**config.mk**
```make
export PLATFORM = sky130hd
export DESIGN_NAME = mem_axi_dbridge
export DESIGN_NICKNAME = d
export VERILOG_FILES = /design/src/rtl/mem_axi_dbridge_pkg.sv /design/src/rtl/mem_axi_dbridge.sv
export SDC_FILE = /design/constraint.sdc
export NUM_CORES = 1
export LEC_CHECK = 0
export BUFFER_PORTS_ARGS = -buffer_cell sky130_fd_sc_hd__buf_2
export CORE_AREA = 2 2 191 193
export DETAILED_ROUTE_END_ITERATION = 16
export DIE_AREA = 0 0 193 195
export SLEW_MARGIN = 10
export SYNTH_ARGS = -nofsm -noshare
export SYNTH_HDL_FRONTEND = slang
export SYNTH_SLANG_ARGS = --single-unit
```
**constraint.sdc**
```tcl
create_clock -name clk -period 3.5 [get_ports clk]
set_input_delay 0.175 -clock clk [delete_from_list [all_inputs] [get_ports clk]]
set_output_delay 0.175 -clock clk [all_outputs]
set_load 0.02 [all_outputs]
```
**src/rtl/mem_axi_dbridge_pkg.sv**
```systemverilog
// ----------------------------------------------------------------------------
// mem_axi_dbridge_pkg
// Shared definitions for the MEM-stage data bridge: bus widths, AXI response
// codes and the bridge FSM state encoding.
// No ports (package).
// ----------------------------------------------------------------------------
package mem_axi_dbridge_pkg;

  // Default widths of the data-side bus (one 64-bit beat per request)
  localparam int BRIDGE_ADDR_W = 64;
  localparam int BRIDGE_DATA_W = 64;
  localparam int BRIDGE_STRB_W = BRIDGE_DATA_W / 8;

  // AXI response codes the bridge cares about; anything other than OKAY
  // is reported as a bus error
  localparam logic [1:0] RESP_OKAY   = 2'b00;
  localparam logic [1:0] RESP_SLVERR = 2'b10;

  // Bridge FSM states; encodings are fixed so they line up with the
  // values other tools in the lab expect to see on a debug probe
  typedef enum logic [2:0] {
    ST_IDLE   = 3'd0,
    ST_RD_AR  = 3'd1,
    ST_RD_R   = 3'd2,
    ST_WR_AWW = 3'd3,
    ST_WR_B   = 3'd4,
    ST_DONE   = 3'd5
  } bridgeState_e;

endpackage

```
**src/rtl/mem_axi_dbridge.sv**
```systemverilog
// ----------------------------------------------------------------------------
// mem_axi_dbridge
// Data-side bridge between the MEM stage and an AXI4-Lite slave. Each load or
// store request becomes exactly one AXI4-Lite transaction; completion is
// reported with finish_o, which stays high until the pipeline advances so a
// frozen pipeline never re-issues the same access.
//
// Ports:
//   clk, rst           clock, synchronous active-low reset
//   req_addr_i         MEM-stage byte address (bus address is beat aligned)
//   req_wmask_i        byte write strobes for stores
//   req_wdata_i        lane-aligned store data
//   req_we_i/req_re_i  store / load request (store wins if both set)
//   pipe_adv_i         MEM stage advances; releases the DONE state
//   rdata_o            last full read beat
//   finish_o           request complete, rdata_o valid
//   bus_err_o          one-cycle pulse on a non-OKAY RRESP/BRESP
//   aw*/w*/b*/ar*/r*   AXI4-Lite master channels
// ----------------------------------------------------------------------------
module mem_axi_dbridge
  import mem_axi_dbridge_pkg::*;
#(
  parameter int ADDR_W = BRIDGE_ADDR_W,
  parameter int DATA_W = BRIDGE_DATA_W,
  parameter int STRB_W = DATA_W / 8
) (
  input  logic              clk,
  input  logic              rst,
  input  logic [ADDR_W-1:0] req_addr_i,
  input  logic [STRB_W-1:0] req_wmask_i,
  input  logic [DATA_W-1:0] req_wdata_i,
  input  logic              req_we_i,
  input  logic              req_re_i,
  input  logic              pipe_adv_i,
  output logic [DATA_W-1:0] rdata_o,
  output logic              finish_o,
  output logic              bus_err_o,
  output logic [ADDR_W-1:0] awaddr,
  output logic              awvalid,
  input  logic              awready,
  output logic [DATA_W-1:0] wdata,
  output logic [STRB_W-1:0] wstrb,
  output logic              wvalid,
  input  logic              wready,
  input  logic [1:0]        bresp,
  input  logic              bvalid,
  output logic              bready,
  output logic [ADDR_W-1:0] araddr,
  output logic              arvalid,
  input  logic              arready,
  input  logic [DATA_W-1:0] rdata,
  input  logic [1:0]        rresp,
  input  logic              rvalid,
  output logic              rready
);

  // Clears the byte offset so every access targets a whole 8-byte beat
  localparam logic [ADDR_W-1:0] BEAT_MASK = ~{{(ADDR_W-3){1'b0}}, 3'b111};

  bridgeState_e      state_q, state_d;
  logic [ADDR_W-1:0] reqAddr_q, reqAddr_d;
  logic [STRB_W-1:0] reqMask_q, reqMask_d;
  logic [DATA_W-1:0] reqData_q, reqData_d;
  logic              awDone_q, awDone_d;
  logic              wDone_q, wDone_d;
  logic [DATA_W-1:0] rdata_q, rdata_d;
  logic              busErr_q, busErr_d;

  // State register. Reset mid-transaction simply drops back to IDLE; the
  // slave shares this reset so no half-finished handshake survives it.
  always_ff @(posedge clk) begin
    if (!rst) begin
      state_q <= ST_IDLE;
    end else begin
      state_q <= state_d;
    end
  end

  // Request latch, AW/W completion flags, read beat and error pulse. The
  // request is frozen at the IDLE exit so later MEM-stage changes cannot
  // disturb an access already on the bus.
  always_ff @(posedge clk) begin
    if (!rst) begin
      reqAddr_q <= '0;
      reqMask_q <= '0;
      reqData_q <= '0;
      awDone_q  <= 1'b0;
      wDone_q   <= 1'b0;
      rdata_q   <= '0;
      busErr_q  <= 1'b0;
    end else begin
      reqAddr_q <= reqAddr_d;
      reqMask_q <= reqMask_d;
      reqData_q <= reqData_d;
      awDone_q  <= awDone_d;
      wDone_q   <= wDone_d;
      rdata_q   <= rdata_d;
      busErr_q  <= busErr_d;
    end
  end

  // Next-state and channel control. AW and W are raised together but each
  // drops on its own handshake; WR_B is entered only once both have gone.
  // bus_err is a registered pulse, so it lines up with the first DONE cycle.
  always_comb begin
    state_d   = state_q;
    reqAddr_d = reqAddr_q;
    reqMask_d = reqMask_q;
    reqData_d = reqData_q;
    awDone_d  = awDone_q;
    wDone_d   = wDone_q;
    rdata_d   = rdata_q;
    busErr_d  = 1'b0;
    arvalid   = 1'b0;
    awvalid   = 1'b0;
    wvalid    = 1'b0;
    rready    = 1'b0;
    bready    = 1'b0;

    case (state_q)
      ST_IDLE: begin
        if (req_we_i || req_re_i) begin
          reqAddr_d = req_addr_i;
          reqMask_d = req_wmask_i;
          reqData_d = req_wdata_i;
          awDone_d  = 1'b0;
          wDone_d   = 1'b0;
          state_d   = req_we_i ? ST_WR_AWW : ST_RD_AR;
        end
      end
      ST_RD_AR: begin
        arvalid = 1'b1;
        if (arready) begin
          state_d = ST_RD_R;
        end
      end
      ST_RD_R: begin
        rready = 1'b1;
        if (rvalid) begin
          rdata_d  = rdata;
          busErr_d = (rresp != RESP_OKAY);
          state_d  = ST_DONE;
        end
      end
      ST_WR_AWW: begin
        awvalid  = !awDone_q;
        wvalid   = !wDone_q;
        awDone_d = awDone_q | awready;
        wDone_d  = wDone_q | wready;
        if (awDone_d && wDone_d) begin
          state_d = ST_WR_B;
        end
      end
      ST_WR_B: begin
        bready = 1'b1;
        if (bvalid) begin
          busErr_d = (bresp != RESP_OKAY);
          state_d  = ST_DONE;
        end
      end
      ST_DONE: begin
        if (pipe_adv_i) begin
          state_d = ST_IDLE;
        end
      end
      default: begin
        state_d = ST_IDLE;
      end
    endcase
  end

  // Address/data channels are driven straight from the latched request
  always_comb begin
    araddr    = reqAddr_q & BEAT_MASK;
    awaddr    = reqAddr_q & BEAT_MASK;
    wdata     = reqData_q;
    wstrb     = reqMask_q;
    rdata_o   = rdata_q;
    bus_err_o = busErr_q;
    finish_o  = (state_q == ST_DONE);
  end

endmodule

```
==> results.md <==
* TritonCTS clock tree: built
* Largest net degree at the start of global routing at 134
* Grt met2 use at 0.2545
* Vias in the first global route at ~8300
* Clk pwr share at 0.258
* Synth top area share at 0.4990
* Layout area overhead at 60.69%
* Yosys reg bits at between 200 and 250
* Total of max-cap violations at 0
* Combinational share of power at 0.382
* Die area at approximately 38000 um2
* Async SR Flop Fraction at 0
* Layout cells sized above 1 at 0.3335
* Clock slew at reported path FFs at approximately 0.060 ns
* Sequential Power Share at 0.360
* Synthesized cell area at ~8000 um2
* Syn Area/Cell at 8.344 um2
* Power Dens Cells at 657.7 nW/um2
* H-tree depth at 1
* Met1 GRT Util at 0.1548
* CP Launch Type: flip-flop
* Core Area at about 35000 um2
* Clock sink count at roughly 200
* Required @ worst endpoint at approximately 3.9 ns
* Synth cell types at 29
* I/O pins at a little under 500
* VDD IR-drop max at 0.0005407 V
* FF/Latch Area at roughly 4000 um2
* Congestion Overflow GR at 0
* CTS buffer count at 23
* DRT iter0 DRCs at 230
* # setup viols final at 0
* Seq/Total Area, Yosys at 0.4990
* CP max stage cell: and2_2
* Row count at 69
* Internal power at about 5200 uW
* Met3 Use GR at 0.03433
* CP Capture Type: flip-flop
* Max Fclk at between 0.4 and 0.5 GHz
* Final-layout fill cell count at roughly 3600
* Delay-heaviest family, CP: simple AND/OR/NAND/NOR gates
* Crit-path max cell delay at approximately 0.68 ns
* Initial Utilization at 0.2301
* Leakage power at between 0.006 and 0.007 uW
* Setup CP Type: flip-flop to flip-flop
* Cell taking the most area after synthesis: dfxtp_1
* Final Hold Viols at 0
* RSZ-0062 raised after global routing: no
* CP cell instances: nor3b_2 -> and2_2 -> o21ai_0 -> a21boi_0
* Min-delay worst type: input pin to flip-flop
* Root Buffer: clkbuf_16
* Vert. Die Dim at approximately 200 um
* Tot GR Track Use at 0.1399
* Net Sw Power at 3428 uW
* Global route hottest layer: met2
* Via-to-Cell Ratio at between 4 and 5
* Main synth FF type: dfxtp_1
* Min cycle time layout at between 2 and 2.5 ns
* Post-Route Utilization at 0.3697
* Worst-Margin Slew at between 0.7 and 0.8 ns
* Initial antenna violation count at 2
* Worst Path Arrival at approximately 2.8 ns
* Number of I/O port buffers at 475
* Clock Skews at 0.006059 ns
* Die width at just under 200 um
* Multi-input logic area at about 3300 um2
* DRT Wirelength at 28500 um
* Switch share at 0.3982
* Tcrit/Tclk final at 0.6759
* Top-count cell post-synth: nand2_1
* Max-slew headroom at 0.5011
* First-pass GRT wire length at around 43000 um
* Post-cts resize count at 0
* Status: finished clean
* Final HPWL DP at between 15000 and 20000 um
* CTS Buffer Depth at 3
* Nets@finish at ~1800
* Clk Latency, worst-skew pair at 0.51 ns
* Detailed Routing Iterations Pass 1 at 6
* Post-Syn Instances at ~1000
* Slew Limit Fails at 0
* ANT nets after route at 0
* Post-synth EDFFs at 0
* Max FO, Critical Path at 30
* WP buf/inv at 0
* Most common library cells after synthesis: 400 x nand2_1, 203 x dfxtp_1, 120 x a21boi_0, 79 x a21boi_1, 68 x buf_4
* Drt drc at 0
* Routability cong. at about 0.8
* Dominant cells by area after synthesis: dfxtp_1 50%, nand2_1 18%, a21boi_0 11%, a21boi_1 7.3%, buf_4 6.3%
* Routed wire per std cell at ~14 um
* Synth Warn # at 0
* Hold slack final at 0.05678 ns
* Setup TNS at 0 ns
* Via Count at about 8500
## layout make-up
type	count	area share
clock inverters	4	0.001530
inverters	1	0.0002868
diodes	2	0.0003824
multi-input cells	641	0.2495
repair buffers	683	0.3431
clock buffers	33	0.05067
flip-flops and latches	203	0.3105
well taps	461	0.04408
## worst min-delay path: stages
cell and delay (ns):
buf_2 0.10, nand2_1 0.07, or3_1 0.10, a21boi_0 0.06
## kinds of logic after synthesis
family                 after synthesis  synth area share
other                                1         0.0004605
buffers and inverters              137            0.1034
AND/OR/NAND/NOR                    425            0.2033
flip-flops                         203            0.4990
AO/OA/AOI/OAI                      210            0.1939
## path summary, 6_finish.rpt
| path | end | cells after the start | start | slack, ns |
|---|---|---|---|---|
| worst max-delay path | bus_err_o | 4 | state_q[1] | 1.13 |
| worst min-delay path | bus_err_o | 4 | bvalid | 0.06 |
| worst max register to register | bus_err_o | 4 | state_q[1] | 1.13 |
| worst min register to register | rdata_o[20] | 2 | rdata_o[20] | 0.45 |
## metal layers
layer	wire length, um	vias up	share of wire
met5	0	-	0
met4	983	0	0.034
met3	2411	62	0.085
met2	13870	344	0.49
met1	11240	3927	0.39
li1	-	4210	-
## layout by cell type, fill, tap and decap left out, types with 2 or more instances in the layout
master,Yosys,routed
a21boi_0,120,120
a21boi_1,79,79
a21oi_1,2,2
a32oi_1,2,2
buf_12,0,4
buf_2,16,474
buf_4,68,6
clkbuf_1,43,5
clkbuf_16,0,23
clkbuf_8,0,5
clkinv_2,0,4
conb_1,1,6
dfxtp_1,203,203
diode_2,0,2
dlygate4sd3_1,0,199
nand2_1,400,399
nand2b_1,2,2
nor2_1,9,9
nor2b_1,4,4
nor3_1,2,2
o2111ai_1,2,2
o21a_1,2,2
## flip-flops by register name, indices dropped and copies added (netlist names)
name / flops
wstrb: 8
reqAddr_q: 61
wdata: 64
state_q: 3
rdata_o: 64
wDone_q: 1
awDone_q: 1
bus_err_o: 1
## metrics by stage
step	cell area (um2)	cells	setup slack, ns	power (uW)
after floorplan	8163	981	1.885	5381
after global placement	10410	1790	1.089	6224
after detailed placement	10410	1790	1.060	6270
after CTS	13080	2026	1.032	8716
after global routing	13080	2027	0.8121	9152
final	13090	2028	1.134	8607
## what timing repair did
item,4_1_cts,5_1_grt
setup buffers,0,0
hold endpoints to repair,199,0
hold buffers,199,0
setup endpoints to repair,0,0
## power by group through the flow
stage	Clock [uW]	Sequential, uW	Combinational (uW)
floorplan	0	3620	1760
global placement	0	3120	3110
detailed placement	0	3140	3130
CTS	2300	3100	3320
global route	2390	3160	3610
finish	2220	3100	3280
(Power assumes the default switching activity.)
